## src/rtl/tff_ctrl_pkg.sv

```systemverilog
// Shared constants for the T flip-flop bank sequencer.
//   MODE_*  : command codes carried on the mode input alongside start
//   state_t : sequencer states
package tff_ctrl_pkg;

  localparam logic [1:0] MODE_UP  = 2'b00;
  localparam logic [1:0] MODE_DN  = 2'b01;
  localparam logic [1:0] MODE_LD  = 2'b10;
  localparam logic [1:0] MODE_CLR = 2'b11;

  typedef enum logic [2:0] {
    ST_IDLE  = 3'd0,
    ST_RUN   = 3'd1,
    ST_LOAD  = 3'd2,
    ST_CLEAR = 3'd3,
    ST_DONE  = 3'd4
  } state_t;

endpackage

```

## src/rtl/tff_cell.sv

```systemverilog
// One toggle flip-flop of the bank.
//   clk   : clock, state changes on posedge
//   rst_n : synchronous active-low reset (q=0, qbar=1)
//   t     : toggle enable
//   q     : stored bit
//   qbar  : complement of q, kept as its own register
module tff_cell (
  input  logic clk,
  input  logic rst_n,
  input  logic t,
  output logic q,
  output logic qbar
);

  // NOTE: non-blocking assignments make qbar take the pre-edge q, so the
  // pair always stays complementary regardless of statement order.
  always_ff @(posedge clk) begin
    if (!rst_n) begin
      q    <= 1'b0;
      qbar <= 1'b1;
    end else if (t) begin
      q    <= ~q;
      qbar <= q;
    end
  end

endmodule

```

## src/rtl/tff_counter_ctrl.sv

```systemverilog
// Sequencer driving a bank of WIDTH T flip-flops. A start/mode command
// turns into per-bit toggle enables that count up, count down, load a
// value or clear the bank; up/down runs stop at a latched terminal value
// or on stop.
//   clk, rst_n : clock and synchronous active-low reset
//   start      : command strobe, accepted only while idle
//   mode       : 00 up, 01 down, 10 load, 11 clear (sampled with start)
//   load_val   : load target (sampled with start)
//   term_val   : terminal value for up/down (sampled with start)
//   stop       : aborts an up/down run
//   t_vec      : toggle enables to the bank
//   q          : bank state
//   busy       : command in progress (run/load/clear)
//   done       : one-cycle completion pulse
import tff_ctrl_pkg::*;

module tff_counter_ctrl #(
  parameter int WIDTH = 8
) (
  input  logic             clk,
  input  logic             rst_n,
  input  logic             start,
  input  logic [1:0]       mode,
  input  logic [WIDTH-1:0] load_val,
  input  logic [WIDTH-1:0] term_val,
  input  logic             stop,
  output logic [WIDTH-1:0] t_vec,
  output logic [WIDTH-1:0] q,
  output logic             busy,
  output logic             done
);

  state_t           state, state_next;
  logic [1:0]       mode_r;
  logic [WIDTH-1:0] load_r, term_r;
  logic [WIDTH-1:0] qbar;
  logic [WIDTH-1:0] up_vec, dn_vec;
  logic             accept;
  logic             run_exit;

  assign accept   = (state == ST_IDLE) && start;
  // Hitting the terminal value and stop both end a run in the same way.
  assign run_exit = (q == term_r) || stop;

  // Command registers only move when a command is accepted, so start
  // pulses while busy or in the done cycle leave them untouched.
  always_ff @(posedge clk) begin
    if (!rst_n) begin
      mode_r <= MODE_UP;
      load_r <= '0;
      term_r <= '0;
    end else if (accept) begin
      mode_r <= mode;
      load_r <= load_val;
      term_r <= term_val;
    end
  end

  always_ff @(posedge clk) begin
    if (!rst_n) state <= ST_IDLE;
    else        state <= state_next;
  end

  always_comb begin
    // NOTE: default assignment first so every path drives state_next and
    // no latch is inferred.
    state_next = state;
    case (state)
      ST_IDLE: begin
        if (start) begin
          case (mode)
            MODE_UP, MODE_DN: state_next = ST_RUN;
            MODE_LD:          state_next = ST_LOAD;
            default:          state_next = ST_CLEAR;
          endcase
        end
      end
      ST_RUN:   if (run_exit) state_next = ST_DONE;
      ST_LOAD:  state_next = ST_DONE;
      ST_CLEAR: state_next = ST_DONE;
      ST_DONE:  state_next = ST_IDLE;
      default:  state_next = ST_IDLE;
    endcase
  end

  // Ripple enables: bit i toggles when every lower bit is 1 (up) or 0
  // (down). The down chain uses the cells' own qbar outputs.
  always_comb begin
    logic up_acc, dn_acc;
    up_vec = '0;
    dn_vec = '0;
    up_acc = 1'b1;
    dn_acc = 1'b1;
    for (int i = 0; i < WIDTH; i++) begin
      up_vec[i] = up_acc;
      dn_vec[i] = dn_acc;
      up_acc    = up_acc & q[i];
      dn_acc    = dn_acc & qbar[i];
    end
  end

  always_comb begin
    t_vec = '0;
    busy  = 1'b0;
    done  = 1'b0;
    case (state)
      ST_RUN: begin
        busy = 1'b1;
        if (!run_exit) t_vec = (mode_r == MODE_DN) ? dn_vec : up_vec;
      end
      ST_LOAD: begin
        busy  = 1'b1;
        t_vec = q ^ load_r;  // flip exactly the bits that differ
      end
      ST_CLEAR: begin
        busy  = 1'b1;
        t_vec = q;           // flip every bit that is set
      end
      ST_DONE:  done = 1'b1;
      default:  ;
    endcase
  end

  for (genvar i = 0; i < WIDTH; i++) begin : g_bank
    tff_cell u_cell (
      .clk   (clk),
      .rst_n (rst_n),
      .t     (t_vec[i]),
      .q     (q[i]),
      .qbar  (qbar[i])
    );
  end

endmodule

```

## config.mk

```make
export PLATFORM = sky130hd
export DESIGN_NAME = tff_counter_ctrl
export DESIGN_NICKNAME = d
export VERILOG_FILES = /design/src/rtl/tff_ctrl_pkg.sv /design/src/rtl/tff_cell.sv /design/src/rtl/tff_counter_ctrl.sv
export SDC_FILE = /design/constraint.sdc
export NUM_CORES = 1
export LEC_CHECK = 0
export CAP_MARGIN = 20
export CORE_MARGIN = 4
export CORE_UTILIZATION = 39
export DETAILED_ROUTE_END_ITERATION = 8
export PLACE_DENSITY = 0.73
export SYNTH_ARGS = -nofsm -noshare
export SYNTH_HDL_FRONTEND = slang
export SYNTH_SLANG_ARGS = --single-unit
```

## constraint.sdc

```tcl
create_clock -name clk -period 2.96 [get_ports clk]
set_input_delay 0.592 -clock clk [delete_from_list [all_inputs] [get_ports clk]]
set_output_delay 0.592 -clock clk [all_outputs]
set_load 0.05 [all_outputs]
```

### Word level (Yosys, flattened, before mapping)

Cells that the tools add are included.

| cells by class | value |
|---|---|
| add/subtract/negate cells | 0 |
| multipliers | 0 |
| divide/modulo/power cells | 0 |
| order comparisons | 0 |
| equality and inequality tests | 10 |
| shifts and indexed selects | 0 |
| multiplexer cells | 9 |
| bitwise gates (word level) | 21 |
| reductions and logical operators | 8 |

Operators by type and width:

| cell | number |
|---|---|
| $pmux 8 s3 | 1 |
| $mux 8 | 2 |
| $and 1x1->1 | 12 |
| $pmux 3 s3 | 1 |
| $eq 8x8->1 | 1 |
| $not 1->1 | 8 |
| $xor 8x8->8 | 1 |
| $eq 3x2->1 const B | 2 |
| $mux 3 | 2 |
| $eq 2x1->1 const B | 2 |
| $ne 2x2->1 const B | 2 |
| $pmux 2 s2 | 1 |
| $reduce_or 2->1 | 2 |
| $eq 3x1->1 const B | 1 |
| $eq 3x3->1 const B | 1 |
| $logic_not 3->1 | 1 |
| $reduce_or 3->1 | 1 |
| $eq 2x2->1 const B | 1 |
| $logic_not 2->1 | 1 |
| $mux 1 | 2 |
| $reduce_and 2->1 | 1 |
| $logic_and 1x1->1 | 1 |
| $logic_or 1x1->1 | 1 |

| word-level totals | value |
|---|---|
| register bits | 36 |
| latch bits | 0 |
| bits in writable memories | 0 |
| bits in read-only memories | 0 |
| input bits | 22 |
| output and inout bits | 18 |
| memories kept | 0 |

### Depth between registers and ports, before layout

Gate-level depths: netlist of run 1.

| depth | value |
|---|---|
| word-level depth | 9 |
| depth in mapped cells | 7 |

### Cells and area by module

A second synthesis of run 1 with hierarchy kept.

| unflattened totals | value |
|---|---|
| cells, all modules | 195 |
| area total of the unflattened synthesis | 1808.0 um2 |

By module, submodules not included:

| module | instances | cells each | area an instance (um2) |
|---|---|---|---|
| tff_counter_ctrl | 1 | 147 | 1257.5 |
| tff_cell | 8 | 6 | 68.8 |

### Worst setup path before layout of run 1

OpenSTA, ideal clock, no wires.

| timing | value |
|---|---|
| path type | input-to-output |
| start | in stop |
| end | out t_vec[5] |
| data arrival time | 1753 ps |
| slack | 615 ps |
| stages on the path | 5 |
| path through | or4b_4 > a21oi_4 > a32oi_2 > inv_1 > buf_4 |

| between the ends | value |
|---|---|
| word-level cells in the longest chain between the ends | 3 |

Ends and longest elaborated chain:

| item | RTL line | text |
|---|---|---|
| from (decl) | tff_counter_ctrl.sv:26 | `input logic stop,` |
| $logic_or 1x1->1 | tff_counter_ctrl.sv:43 | `assign run_exit = (q == term_r) \|\| stop;` |
| $mux 8 | tff_counter_ctrl.sv:109 | `if (!run_exit) t_vec = (mode_r == MODE_DN) ? dn_vec : up_vec;` |
| $pmux 8 s3 | tff_counter_ctrl.sv:106 | `case (state)` |
| to (decl) | tff_counter_ctrl.sv:27 | `output logic [WIDTH-1:0] t_vec,` |

Every way passes these cells.

### Final worst setup path of run 1

| timing | value |
|---|---|
| start | in stop |
| end | out t_vec[2] |

The elaborated chain is that of the path after synthesis.

==> results.sh, run 1 <==
export IMPL_worstRegToRegCells=5
export IMPL_netlist_area_um2=1930
export IMPL_hold_class="reg -> reg"
export IMPL_htreeDepth=2
export IMPL_holdBufCountCts=0
export IMPL_clk_path_buf_depth=2
export IMPL_worstHoldStart="load_r[3]"
export IMPL_antennaDiodeCount=0
export IMPL_gr_total_overflow=0
export IMPL_peakVddDrop_mv=0.228
export IMPL_cp_depth=5
export IMPL_io_buffers=39
export IMPL_synth_top_area_frac=0.374
export IMPL_clock_fmax_ghz=0.353
export IMPL_critPathRequiredTime_ns=2.37
export IMPL_maxSlewHeadroom=0.559
export IMPL_route_detailed_drc=0
export IMPL_setup_tns_ns=0
export IMPL_clk_latency_ns=0.29
export IMPL_p_per_area_nw_per_um2=488
export IMPL_min_to="load_r[3]"
export IMPL_finalCriticalPeriod_ns=2.83
export IMPL_grt_max_degree=21
export IMPL_clkTransAtPathRegs_ns=0.07
export IMPL_cpPeakStageDelay_ns=0.53
export IMPL_synthDistinctLibCells=34
export IMPL_dp_slack_ns=0.127
export IMPL_drt_iter0_drc=123
export IMPL_path_cells="clkdlybuf4s50_1 > or4b_4 > a221oi_1 > or2_1 > buf_12"
export IMPL_num_rows=25
export IMPL_final_cell_mix="43 x nand2_1, 36 x dfxtp_1, 31 x clkdlybuf4s50_1"
export IMPL_grtUsageTotal=0.150
export IMPL_nets=286
export IMPL_worstMarginPinSlew_ns=0.659
export IMPL_initial_core_util=0.405
export IMPL_dieArea_um2=6130
export IMPL_cts_tree="built"
export IMPL_synth_edf_count=0
export IMPL_worst_slack_ns=0.130
export IMPL_critPathLaunch="stop"
export IMPL_detail_route_antenna_nets=0
export IMPL_setup_violations=0
export IMPL_cts_root_buf="clkbuf_8"
export IMPL_cp_slowest_cell="or4b_4"
export IMPL_crit_path_end_kind="primary output"
export IMPL_p_leak_nw=1.03
export IMPL_grt_pass1_wl_um=7310
export IMPL_ys_ff_latch=36
export IMPL_yosysSeqAreaShare=0.374
export IMPL_r2r_setup_slack_ns=0.97
export IMPL_vias_per_cell=4.78
export IMPL_syn_avg_cell_area_um2=8.16
export IMPL_hold_viol_final=0
export IMPL_synth_top_cell_by_area="dfxtp_1"
export IMPL_cp_arrival_ns=2.24
export IMPL_gp_congestion=0.812
export IMPL_slew_violations=0
export IMPL_critPathBufInv=2
export IMPL_crit_family="simple AND/OR/NAND/NOR gates"
export IMPL_antenna_found_initial=0
export IMPL_maxCapViolCount=0
export IMPL_layout_drive_gt1_share=0.143
export IMPL_syn_nets=258
export IMPL_syn_to_final_growth_pct=29.4
export IMPL_drt_wl_total_um=4250
export IMPL_cp_max_fo=4
export IMPL_start_kind="primary input"
export IMPL_finalPower_w=0.00122
export IMPL_drt_pass1_iter_count=4
export IMPL_criticalPathCategory="in -> out"
export IMPL_cts_made_buffers=5
export IMPL_status="completed"
export IMPL_synthCells=236
export IMPL_grt_pass1_vias=1569
export IMPL_vias=1588
export IMPL_hold_path_cell_count=2
export IMPL_die_y_um=78.3
export IMPL_ys_flop_type="dfxtp_1"
export IMPL_ctsResizeCount=0
export IMPL_postCtsSetupRepairBufs=0
export IMPL_rsz0062_at_grt="no"
export IMPL_r2r_end="g_bank[4].u_cell.q"
export IMPL_die_w_um=78.3
export IMPL_ioPinCount=40
export IMPL_synth_area_top_cells="dfxtp_1 37%, nand2_1 8.4%, buf_4 6.2%"
export IMPL_cts_sinks=36
export IMPL_fin_crit_sh=0.956
export IMPL_yosysWarnings=0
export IMPL_synthArstFlopShare=0
export IMPL_core_area_um2=4750
export IMPL_r2r_start="g_bank[4].u_cell.q"
export IMPL_layout_commonest_cell="nand2_1"
export IMPL_fin_skew_ns=0.00478
export IMPL_hpwl_um=3270
export IMPL_wl_per_cell_um=12.8
[logic make-up after synthesis]
group	share of synthesized area
and+or+nand+nor	0.275
AOI/OAI and AO/OA	0.132
DFF	0.374
buffers and inverters	0.0987
xor gates and xnor gates	0.0727
muxes	0.0481
[synthesized netlist by cell type (5+ instances only)]
master and n:
nor3_1 5, dfxtp_1 36, inv_1 8, a21oi_1 21, nor2_1 18, nand2b_1 6
xor2_1 9, xnor2_1 7, buf_4 16, nand2_1 43, nand3_1 7, o21ai_0 5
nor2b_1 7, clkbuf_1 8
[worst max-delay path by stage]
stage                          end  slack (ns)
after floorplan           t_vec[5]        0.61
after global placement    t_vec[2]        0.14
after detailed placement  t_vec[2]        0.13
after CTS                 t_vec[2]        0.12
after global routing      t_vec[0]        0.03
final                     t_vec[2]        0.13
[report_power, final]
part	internal [W]	leakage [nW]	switching, W
clock	0.000249	0.0541	0.000180
combinational	0.000113	0.680	0.000141
sequential	0.000512	0.294	0.0000200
total	0.000874	1.03	0.000341
[through the flow]
stage / utilization / cell area, µm² / hold WS (ns) / instances
final: 0.524 / 2490 / 0.451 / 332
after floorplan: - / 1930 / 0.432 / 236
after CTS: 0.524 / 2490 / 0.455 / 332
after global placement: 0.501 / 2380 / 0.441 / 324
after global routing: 0.524 / 2490 / 0.464 / 332
after detailed placement: 0.501 / 2380 / 0.444 / 324
[layer usage]
metal  share of wire  global-route usage  vias to the layer above
li1                -                   -                      825
met1            0.48               0.198                      712
met2            0.45               0.235                       45
met3           0.052              0.0356                        6
met4           0.016              0.0629                        0
met5               0                   0                        -
[area by class of cell]
class / count / area, µm²
clock buffer: 5 / 68.8
clock inverter: 3 / 42.5
fill: 461 / 2260
inverter: 8 / 30.0
multi-input combinational: 166 / 1020
sequential: 36 / 721
tap: 67 / 83.8
timing repair buffer: 47 / 531
[flip-flops by register name, summed over array words and instances (netlist names)]
| register | cells |
|---|---|
| load_r | 8 |
| g_bank.u_cell.q | 8 |
| term_r | 8 |
| g_bank.u_cell.qbar | 7 |
| state | 3 |
| mode_r | 2 |
[worst min-delay path, cell delays in order (launching register included)]
cell	delay [ns]
dfxtp_1	0.31
nand2_1	0.05
a21oi_1	0.05
(Power assumes the default switching activity.)
==> run 2: changes to the inputs <==
- ABC_CLOCK_PERIOD_IN_PS: not set -> 2960
- GPL_TIMING_DRIVEN: not set -> 0
==> run 2 against run 1 <==
  * Sequential cell count is the same
  * First-iteration DRC count shrank 19%
  * Sequential share of layout area shrank 1.8 points
  * Hold slack is essentially flat
  * Clock skew shrank 0.0024 ns
  * Global-route usage grew 0.65 points
  * Total power grew 4.2%
  * Highest routed layer unchanged
  * Core utilization grew 3.5 points
  * Die area is the same
  * Largest power group unchanged
  * Setup slack lost 0.030 ns
==> results.sh, run 2 (same netlist as run 1, synthesis figures left out) <==
export IMPL_status="completed"
export IMPL_min_to="load_r[1]"
export IMPL_rsz0062_at_grt="no"
export IMPL_fin_skew_ns=0.00243
export IMPL_nets=312
export IMPL_detail_route_antenna_nets=0
export IMPL_die_y_um=78.3
export IMPL_vias=1736
export IMPL_p_per_area_nw_per_um2=476
export IMPL_hold_path_cell_count=2
export IMPL_cp_max_fo=8
export IMPL_vias_per_cell=4.85
export IMPL_cpPeakStageDelay_ns=0.31
export IMPL_initial_core_util=0.405
export IMPL_cp_arrival_ns=2.27
export IMPL_dp_cells=341
export IMPL_worstHoldStart="load_r[1]"
export IMPL_route_detailed_drc=0
export IMPL_slew_violations=0
export IMPL_holdBufCountCts=0
export IMPL_core_area_um2=4750
export IMPL_hpwl_um=3190
export IMPL_r2r_setup_slack_ns=0.89
export IMPL_maxCapViolCount=0
export IMPL_met2_length_um=2160
export IMPL_die_w_um=78.3
export IMPL_grt_max_degree=12
export IMPL_layout_drive_gt1_share=0.216
export IMPL_clkTransAtPathRegs_ns=0.07
export IMPL_finalCriticalPeriod_ns=2.86
export IMPL_drt_pass1_iter_count=4
export IMPL_reg_largest_list="g_bank.u_cell.q (8), load_r (8), term_r (8)"
export IMPL_drt_wl_total_um=4650
export IMPL_io_buffers=38
export IMPL_r2r_end="g_bank[0].u_cell.q"
export IMPL_syn_to_final_growth_pct=38.1
export IMPL_p_leak_nw=1.13
export IMPL_clock_fmax_ghz=0.350
export IMPL_cts_made_buffers=5
export IMPL_setup_violations=0
export IMPL_start_kind="flip-flop"
export IMPL_clk_latency_ns=0.29
export IMPL_cts_tree="built"
export IMPL_grtUsageTotal=0.157
export IMPL_critPathRequiredTime_ns=2.37
export IMPL_maxSlewHeadroom=0.426
export IMPL_peakVddDrop_mv=0.301
export IMPL_cts_root_buf="clkbuf_8"
export IMPL_grt_pass1_wl_um=7650
export IMPL_cts_sinks=36
export IMPL_path_cells="buf_2 > xor2_1 > nor4_4 > buf_4 > a21oi_4 > buf_12 > or2_2 > buf_4 > clkbuf_4"
export IMPL_crit_top_cell="buf_4"
export IMPL_crit_path_end_kind="primary output"
export IMPL_htreeDepth=2
export IMPL_worstMarginPinSlew_ns=0.859
export IMPL_gr_total_overflow=0
export IMPL_num_rows=25
export IMPL_final_cell_mix="43 x nand2_1, 36 x dfxtp_1, 29 x clkdlybuf4s50_1"
export IMPL_cp_slowest_cell="dfxtp_1"
export IMPL_wl_per_cell_um=13.0
export IMPL_gp_congestion=0.847
export IMPL_grt_pass1_vias=1699
export IMPL_final_cells=358
export IMPL_highest_layer="met4"
export IMPL_worstRegToRegCells=10
export IMPL_hold_viol_final=0
export IMPL_drt_iter0_drc=100
export IMPL_fin_crit_sh=0.966
export IMPL_ioPinCount=40
export IMPL_antennaDiodeCount=0
export IMPL_dieArea_um2=6130
export IMPL_criticalPathCategory="reg -> out"
export IMPL_drt_met1_wl_um=2090
export IMPL_wl_met3_um=259
export IMPL_finalPower_w=0.00127
export IMPL_hold_class="reg -> reg"
export IMPL_layout_commonest_cell="nand2_1"
export IMPL_antenna_found_initial=0
export IMPL_r2r_start="g_bank[0].u_cell.q"
export IMPL_clk_path_buf_depth=2
==> run 2: changes by cell type in the layout (fill, tap and decap cells not counted), moves of 2 or more <==
cell,change
buf_6,+2
clkbuf_1,+9
buf_12,-7
a221oi_1,-2
buf_2,+2
clkbuf_4,+4
a221oi_4,+2
clkdlybuf4s50_1,-2
buf_4,+17
==> run 2: worst max path at each step <==
| stage | start | endpoint | slack (ns) | depth (start not counted) |
|---|---|---|---|---|
| 4_1_cts | stop | t_vec[5] | -0.03 | 7 |
| 5_1_grt | g_bank[0].u_cell.q | t_vec[0] | 0.01 | 9 |
| 3_3_place_gp | stop | t_vec[7] | -0.66 | 7 |
| 2_1_floorplan | stop | t_vec[5] | 0.61 | 5 |
| 3_5_place_dp | stop | t_vec[5] | -0.65 | 7 |
| 6_report | g_bank[0].u_cell.q | t_vec[0] | 0.1 | 9 |
==> run 2: power by group <==
part | internal, W | total [W] | switching (W)
sequential | 0.000512 | 0.000533 | 0.0000209
combinational | 0.000135 | 0.000303 | 0.000167
clock | 0.000250 | 0.000431 | 0.000181
total | 0.000897 | 0.00127 | 0.000369
==> run 2: metal layers <==
metal | up-vias | global-route usage
li1 | 878 | -
met5 | - | 0
met2 | 52 | 0.259
met3 | 16 | 0.0401
met1 | 790 | 0.189
met4 | 0 | 0.0769
==> run 2: cell type report <==
class                      count  area (µm²)
inverter                       8        30.0
clock buffer                   6        72.6
buffer                        26         160
fill                         446        2090
timing repair buffer          47         458
tap                           67        83.8
clock inverter                 2        35.0
multi-input combinational    166        1100
sequential                    36         721
==> run 2: through the flow <==
step           cell area, µm²  hold WS, ns  worst slack [ns]  TNS [ns]   util
6_report                 2660        0.452            0.0995         0  0.559
5_1_grt                  2660        0.483            0.0119         0  0.559
3_3_place_gp             2390        0.439            -0.659     -4.87  0.503
3_5_place_dp             2390        0.446            -0.651     -4.97  0.503
4_1_cts                  2500        0.456           -0.0350   -0.0638  0.525
2_1_floorplan            1930        0.432             0.615         0      -
==> run 2: worst max-delay path, delay by kind of cell, from the launching register on <==
family / cells / cell delay (ns)
AOI/OAI and AO/OA: 1 / 0.05
xor gates and xnor gates: 1 / 0.20
buffers and inverters: 5 / 0.81
DFF: 1 / 0.31
and+or+nand+nor: 2 / 0.60
==> run 2: repair_timing <==
item | in CTS | in global routing
endpoints found under the hold margin | 0 | 0
setup buffers | 1 | 8
pin swaps | 0 | 4
endpoints found under the setup margin | 8 | 8
gates cloned | 0 | 0
resized for setup | 48 | 18
==> run 3: changes to the inputs <==
- CTS_BUF_LIST: not set -> sky130_fd_sc_hd__clkbuf_8
==> run 3 against run 2 <==
  * Die area unchanged
  * Largest power group unchanged
  * Combinational power about the same
  * Highest routed layer unchanged
  * Final cell count is the same
  * Count of clock-buffer cells in the layout fell by 1
  * Hold slack is essentially flat
  * Setup slack about the same
==> results.sh, run 3 (same netlist as run 1, synthesis figures left out) <==
export IMPL_grtUsageTotal=0.157
export IMPL_drt_pass1_iter_count=4
export IMPL_grt_pass1_vias=1699
export IMPL_switching_share=0.292
export IMPL_antenna_found_initial=0
export IMPL_cts_made_buffers=5
export IMPL_fin_crit_sh=0.967
export IMPL_core_area_um2=4750
export IMPL_criticalPathCategory="reg -> out"
export IMPL_initial_core_util=0.405
export IMPL_p_int_w=0.000894
export IMPL_hpwl_um=3190
export IMPL_setup_violations=0
export IMPL_clock_fmax_ghz=0.350
export IMPL_hold_viol_final=0
export IMPL_dieArea_um2=6130
export IMPL_ioPinCount=40
export IMPL_power_frac_clock=0.339
export IMPL_p_per_area_nw_per_um2=475
export IMPL_fin_skew_ns=0.00174
export IMPL_io_buffers=38
export IMPL_peakVddDrop_mv=0.301
export IMPL_clk_latency_ns=0.29
export IMPL_combPwrFrac=0.240
export IMPL_die_y_um=78.3
export IMPL_vias_per_cell=4.86
export IMPL_htreeDepth=2
export IMPL_maxCapViolCount=0
export IMPL_placed_cell_area_um2=2390
export IMPL_clk_path_buf_depth=2
export IMPL_drt_wl_total_um=4650
export IMPL_grt_max_degree=12
export IMPL_reg_largest_list="g_bank.u_cell.q (8), load_r (8), term_r (8)"
export IMPL_die_w_um=78.3
export IMPL_grt_pass1_wl_um=7650
export IMPL_cp_arrival_ns=2.27
export IMPL_vias=1739
export IMPL_final_cell_mix="43 x nand2_1, 36 x dfxtp_1, 29 x clkdlybuf4s50_1"
export IMPL_fill_cells=446
export IMPL_cp_max_fo=8
export IMPL_power_frac_seq=0.422
export IMPL_route_detailed_drc=0
export IMPL_drt_iter0_drc=100
export IMPL_p_sw_w=0.000369
export IMPL_multi_input_area_um2=1100
export IMPL_clkTransAtPathRegs_ns=0.07
export IMPL_worstMarginPinSlew_ns=0.855
export IMPL_gp_congestion=0.847
export IMPL_crit_path_end_kind="primary output"
export IMPL_nets=312
export IMPL_finalCriticalPeriod_ns=2.86
export IMPL_register_area_um2=721
export IMPL_cts_tree="built"
export IMPL_cts_sinks=36
export IMPL_cts_root_buf="clkbuf_8"
export IMPL_wl_per_cell_um=13.0
export IMPL_layout_drive_gt1_share=0.216
export IMPL_antennaDiodeCount=0
export IMPL_status="completed"
export IMPL_p_leak_nw=1.13
export IMPL_syn_to_final_growth_pct=38.1
export IMPL_start_kind="flip-flop"
export IMPL_final_area_um2=2660
export IMPL_critPathRequiredTime_ns=2.37
export IMPL_maxSlewHeadroom=0.428
export IMPL_slew_violations=0
export IMPL_num_rows=25
export IMPL_gr_total_overflow=0
export IMPL_hold_class="reg -> reg"
export IMPL_finalPower_w=0.00126
export IMPL_detail_route_antenna_nets=0
export IMPL_rsz0062_at_grt="no"
export IMPL_layout_commonest_cell="nand2_1"
==> run 3: cell count changes in the layout (fill, tap and decap cells not counted) <==
cell / previous run / this run
clkbuf_1: 9 / 8
inv_1: 7 / 8
==> run 3: final cells by class <==
| cell class | count | area share |
|---|---|---|
| Inverter | 8 | 0.0113 |
| Buffer | 26 | 0.0602 |
| Multi-Input combinational cell | 166 | 0.413 |
| Clock inverter | 3 | 0.0146 |
| Clock buffer | 5 | 0.0259 |
| Sequential cell | 36 | 0.271 |
| Tap cell | 67 | 0.0315 |
| Timing Repair Buffer | 47 | 0.172 |
==> run 3: what timing repair did <==
item                       4_1_cts  5_1_grt
pin swaps                        0        4
gates resized for setup         48       18
gates cloned                     0        0
buffers inserted                 1        8
setup endpoints to repair        8        8
hold buffers                     0        0
==> run 3: critical path, cell delays in order, from the launching register on <==
cell      delay, ns
dfxtp_1        0.31
buf_2          0.16
xor2_1         0.20
nor4_4         0.30
buf_4          0.17
a21oi_4        0.05
buf_12         0.14
or2_2          0.30
buf_4          0.14
clkbuf_4       0.20
==> run 3: path summary, 6_finish.rpt <==
check                                   startpoint  slack (ns)                 end  cells after the start
worst max-delay path            g_bank[0].u_cell.q         0.1            t_vec[0]                      9
worst min-delay path                     load_r[1]        0.45           load_r[1]                      2
worst max register to register  g_bank[0].u_cell.q        0.89  g_bank[0].u_cell.q                     10
worst min register to register           load_r[1]        0.45           load_r[1]                      2
==> run 3: power by group through the flow <==
stage	combinational (W)	clock, W	sequential [W]
after floorplan	0.000175	0	0.000538
after global placement	0.000243	0	0.000542
after detailed placement	0.000246	0	0.000543
after CTS	0.000252	0.000433	0.000532
after global routing	0.000327	0.000450	0.000537
final	0.000303	0.000428	0.000533
==> run 3: routing by layer <==
metal,up-vias,track usage,wire length (µm)
met4,0,0.0769,143
met1,795,0.189,2080
met3,14,0.0401,258
li1,879,-,-
met5,-,0,0
met2,51,0.259,2170
==> run 3: per-stage QoR <==
step | util | setup WS [ns] | hold WS, ns | cells | TNS [ns]
after floorplan | - | 0.615 | 0.432 | 236 | 0
after global placement | 0.503 | -0.659 | 0.439 | 341 | -4.87
after detailed placement | 0.503 | -0.651 | 0.446 | 341 | -4.97
after CTS | 0.525 | -0.0350 | 0.456 | 350 | -0.0638
after global routing | 0.559 | 0.0119 | 0.483 | 358 | 0
final | 0.559 | 0.0992 | 0.452 | 358 | 0
==> edit 1: new RTL, config.mk and constraints of run 3 <==
Register the output `done`, cleared by the reset; this adds one clock of latency there. The other outputs are not delayed to match. Comments in the files are not updated.
--- a/src/rtl/tff_counter_ctrl.sv
+++ b/src/rtl/tff_counter_ctrl.sv
@@ -29,6 +29,8 @@
   output logic             busy,
   output logic             done
 );
+
+  logic done_d;
 
   state_t           state, state_next;
   logic [1:0]       mode_r;
@@ -102,7 +104,7 @@
   always_comb begin
     t_vec = '0;
     busy  = 1'b0;
-    done  = 1'b0;
+    done_d = 1'b0;
     case (state)
       ST_RUN: begin
         busy = 1'b1;
@@ -116,7 +118,7 @@
         busy  = 1'b1;
         t_vec = q;           // flip every bit that is set
       end
-      ST_DONE:  done = 1'b1;
+      ST_DONE:  done_d = 1'b1;
       default:  ;
     endcase
   end
@@ -131,5 +133,13 @@
     );
   end
 
+  always_ff @(posedge clk) begin
+    if (!rst_n) begin
+      done <= '0;
+    end else begin
+      done <= done_d;
+    end
+  end
+
 endmodule
 
Behaviour: not the same (Yosys sat finds a counterexample within 4 cycles, from zero or initial values and one cycle with rst_n low).
==> edit 1 against run 3 <==
- setup slack got worse by 87 ps
- sequential cell count up 1
- register-to-register slack got worse by 30 ps
- clock skew up 3.9 ps
- total power hardly changed
- cell area is 2.2% lower
- synthesized area grew 2.5%
- final cell count unchanged
- routed wire length down 7.8%
- critical endpoint is now t_vec[6]
==> edit 1: results (changes against run 3) <==
\begin{tabular}{lr}
\hline
Metric & Value \\
\hline
\multicolumn{2}{l}{\textbf{GRT}} \\
\quad Routing usage on met3 & 4.20\% (+0.18 points) \\
\quad Met1 track utilization from global routing & 18.3\% (-0.64 points) \\
\quad Global routing met2 resource utilization & 22.8\% (-3.0 points) \\
\multicolumn{2}{l}{\textbf{Synthesis}} \\
\quad Xor-xnor portion of the synthesized cell area & 7.10\% (-0.18 points) \\
\quad Most frequent cells after synthesis & nand2\_1 (45), dfxtp\_1 (37), a21oi\_1 (20) \\
\quad Number of nets in the synthesized netlist & 263 (+1.9\%) \\
\quad Top area cells in the synthesized netlist & dfxtp\_1 (38\%), nand2\_1 (8.6\%), buf\_4 (6.1\%) \\
\quad Sequential element share of the synthesized area & 37.5\% (+0.11 points) \\
\quad Distinct cells, synth & 41 (+21\%) \\
\quad Area fraction in compound gates after synthesis & 13.7\% (+0.51 points) \\
\quad Mean Syn Cell Area & 8.19 µm² (+0.34\%) \\
\multicolumn{2}{l}{\textbf{Worst setup path}} \\
\quad Signal arrival time at the worst endpoint & 2360 ps (+90 ps) \\
\quad Largest stage delay on the critical path & 570 ps (+260 ps) \\
\multicolumn{2}{l}{\textbf{Layout}} \\
\quad Number of multi-input logic gates & 170 (+2.4\%) \\
\quad Sequential cell area share & 28.5\% (+1.4 points) \\
\quad Nonclk inv count & 7 (-1) \\
\quad Post-layout instance area & 2600 µm² (-2.2\%) \\
\quad Share of layout cells above drive strength 1 & 18.9\% (-2.7 points) \\
\quad Non-clock buffer total of the final layout & 69 (-5.5\%) \\
\quad Fill cells & 482 (+8.1\%) \\
\multicolumn{2}{l}{\textbf{Routing}} \\
\quad Routed met2 length & 1980 µm (-8.5\%) \\
\quad Wire length on met3 & 231 µm (-10\%) \\
\multicolumn{2}{l}{\textbf{Pwr}} \\
\quad Sequential fraction of design power & 43.3\% (+1.1 points) \\
\quad Switching part of the total power & 27.6\% (-1.6 points) \\
\quad Clock network fraction of design power & 35.2\% (+1.3 points) \\
\multicolumn{2}{l}{\textbf{Place}} \\
\quad Pre-CTS setup slack & -629 ps (+22.2 ps) \\
\quad Post-place instance area & 2440 µm² (+2.0\%) \\
\multicolumn{2}{l}{\textbf{Status}} \\
\quad Run status & finished clean \\
\multicolumn{2}{l}{\textbf{STA}} \\
\quad Worst Tran Pin Value & 782 ps (-73.0 ps) \\
\multicolumn{2}{l}{\textbf{Clock tree}} \\
\quad Cts repair resizes & 40 (-17\%) \\
\hline
\end{tabular}
edit 1: changes by cell type in the layout (fill, tap and decap cells not counted), sizes merged, moves of 2 or more:
cell	before	now
o211ai	4	2
or2	4	2
nand2	43	45
buf	31	29
nand3	7	9
nand2b	6	4
edit 1: final timing paths:
check	start	to	slack, ps	cells past startpoint
setup / recovery	stop	t_vec[6]	10	6
hold / removal	load_r[4]$_SDFFE_PN0P_	load_r[4]$_SDFFE_PN0P_	450	2
setup reg to reg	g_bank[0].u_cell.q$_SDFFE_PN0P_	g_bank[7].u_cell.q$_SDFFE_PN0P_	860	9
hold reg to reg	load_r[4]$_SDFFE_PN0P_	load_r[4]$_SDFFE_PN0P_	450	2
edit 1: worst max-delay path, delay by kind of cell:
kind	cells	cell delay, ps
AO/OA/AOI/OAI	2	470
buffers and inverters	3	720
AND/OR/NAND/NOR	1	570
==> edit 2: new RTL, settings of run 3 <==
Made on the original files. Change the parameter `WIDTH` from 8 to 12.
--- a/src/rtl/tff_counter_ctrl.sv
+++ b/src/rtl/tff_counter_ctrl.sv
@@ -15,7 +15,7 @@
 import tff_ctrl_pkg::*;
 
 module tff_counter_ctrl #(
-  parameter int WIDTH = 8
+  parameter int WIDTH = 12
 ) (
   input  logic             clk,
   input  logic             rst_n,
Interface: changed (resized load_val, q, t_vec and term_val); port bits go from 40 to 56. The function was not compared with the original's and may differ.
==> edit 2 against run 3 <==
- total power grew 37%
- setup slack lost 18 ps
- non-clock buffer count grew 28
- synthesized area grew 55%
- cell area grew 44%
- routed wire length grew 55%
- hold slack gained 6.8 ps
- die area grew 49%
- sequential cell count grew 16
- synthesized cell count grew 51%
- fmax shrank 0.62%
- clock power grew 22%
- critical path type unchanged
- critical endpoint is now t_vec[8]
==> edit 2: results (changes against run 3) <==
\begin{tabular}{lr}
\hline
Metric & Value \\
\hline
\multicolumn{2}{l}{\textbf{Worst setup path}} \\
\quad Cell type of the slowest stage on the worst timing path & o31a\_4 \\
\quad Worst reg2reg setup slack & 870 ps (-20 ps) \\
\quad Critical R2R Capture & g\_bank[7].u\_cell.qbar\$\_SDFFE\_PN1P\_ \\
\quad Launch point of the critical path & g\_bank[4].u\_cell.q\$\_SDFFE\_PN0P\_ \\
\quad Max Fanout on Critical Path & 7 (-1) \\
\quad Largest stage delay on the critical path & 410 ps (+100 ps) \\
\quad Capturing instance or port of the critical path & t\_vec[8] \\
\multicolumn{2}{l}{\textbf{Layout}} \\
\quad Share of layout cells above drive strength 1 & 20.8\% (-0.89 points) \\
\quad Total Nets Final & 453 (+45\%) \\
\quad Fill cells & 699 (+57\%) \\
\quad Regs by FF count & g\_bank.u\_cell.q (12), load\_r (12), term\_r (12) \\
\multicolumn{2}{l}{\textbf{Routing}} \\
\quad Wire length on met3 & 521 µm (+100\%) \\
\quad Total routed wirelength & 7200 µm (+55\%) \\
\quad Routed length on met1 & 3340 µm (+61\%) \\
\multicolumn{2}{l}{\textbf{GRT}} \\
\quad Met1 track utilization from global routing & 22.5\% (+3.6 points) \\
\quad Largest net degree at the start of global routing & 17 (+5) \\
\quad Number of global-route vias before repair & 2498 (+47\%) \\
\quad All-Layer GR Usage & 16.7\% (+1.0 points) \\
\multicolumn{2}{l}{\textbf{Synthesis}} \\
\quad Most frequent cells after synthesis & nand2\_1 (63), dfxtp\_1 (52), a21oi\_1 (32) \\
\quad Number of instances in the synthesized netlist & 357 (+51\%) \\
\quad Sequential element share of the synthesized area & 34.9\% (-2.5 points) \\
\quad Distinct cells, synth & 54 (+59\%) \\
\multicolumn{2}{l}{\textbf{STA}} \\
\quad Worst Skew & 16.7 ps (+15.0 ps) \\
\quad Final-layout worst hold slack & 459 ps (+6.85 ps) \\
\multicolumn{2}{l}{\textbf{Place}} \\
\quad Routability cong. & 0.882 (+4.1\%) \\
\quad Post-detail-place hpwl & 5510 µm (+73\%) \\
\multicolumn{2}{l}{\textbf{Clock tree}} \\
\quad Clock slew at reported path FFs & 100 ps (+30 ps) \\
\quad Clock insertion delay at the later pin of the skew report & 310 ps (+20 ps) \\
\multicolumn{2}{l}{\textbf{Status}} \\
\quad Run status & finished clean \\
\multicolumn{2}{l}{\textbf{Pwr}} \\
\quad Largest voltage drop on the vdd net & 0.215 mV (-29\%) \\
\quad Leakage power total & 1.61 nW (+42\%) \\
\hline
\end{tabular}
==> edit 2: cell count changes in the layout (fill, tap and decap cells not counted), moves of 7 or more <==
cell and change:
nand2_1 +20, xnor2_1 +15, clkdlybuf4s50_1 +14, a21oi_1 +12
xor2_1 -9, buf_4 +8, dfxtp_1 +8, dfxtp_2 +8
buf_2 +7, inv_1 +7, nand4_1 +7
==> edit 2: timing repair <==
action	4_1_cts	5_1_grt
pin swaps	3	4
setup buffers	2	2
cloned	0	0
hold endpoints to repair	0	0
endpoints found under the setup margin	12	11
gates resized for setup	62	17
==> edit 2: final cells by class <==
| class | instances | area, µm² | share of cell area, % |
|---|---|---|---|
| inverter | 16 | 60.1 | 1.57 |
| timing repair buffer | 59 | 539 | 14.1 |
| clock inverter | 2 | 38.8 | 1.01 |
| clock buffer | 6 | 82.6 | 2.16 |
| buffer | 42 | 285 | 7.46 |
| sequential | 52 | 1050 | 27.5 |
| tap | 99 | 124 | 3.24 |
| multi-input combinational | 247 | 1650 | 43.0 |
==> edit 2: power by group through the flow <==
stage / Combinational (mW) / Clock, mW / Sequential (mW)
final: 0.425 / 0.521 / 0.783
after global placement: 0.402 / 0 / 0.795
after CTS: 0.418 / 0.527 / 0.782
after floorplan: 0.294 / 0 / 0.785
after detailed placement: 0.408 / 0 / 0.798
after global routing: 0.463 / 0.558 / 0.790
==> edit 2: cell families (layout without fill, tap and decap cells) <==
family | count (synthesis) | after routing | synth area share [%]
AOI/OAI and AO/OA | 65 | 65 | 16.3
xor gates and xnor gates | 24 | 24 | 7.30
and+or+nand+nor | 141 | 141 | 24.1
DFF | 52 | 52 | 34.9
muxes | 17 | 17 | 6.12
buffers and inverters | 58 | 125 | 11.3
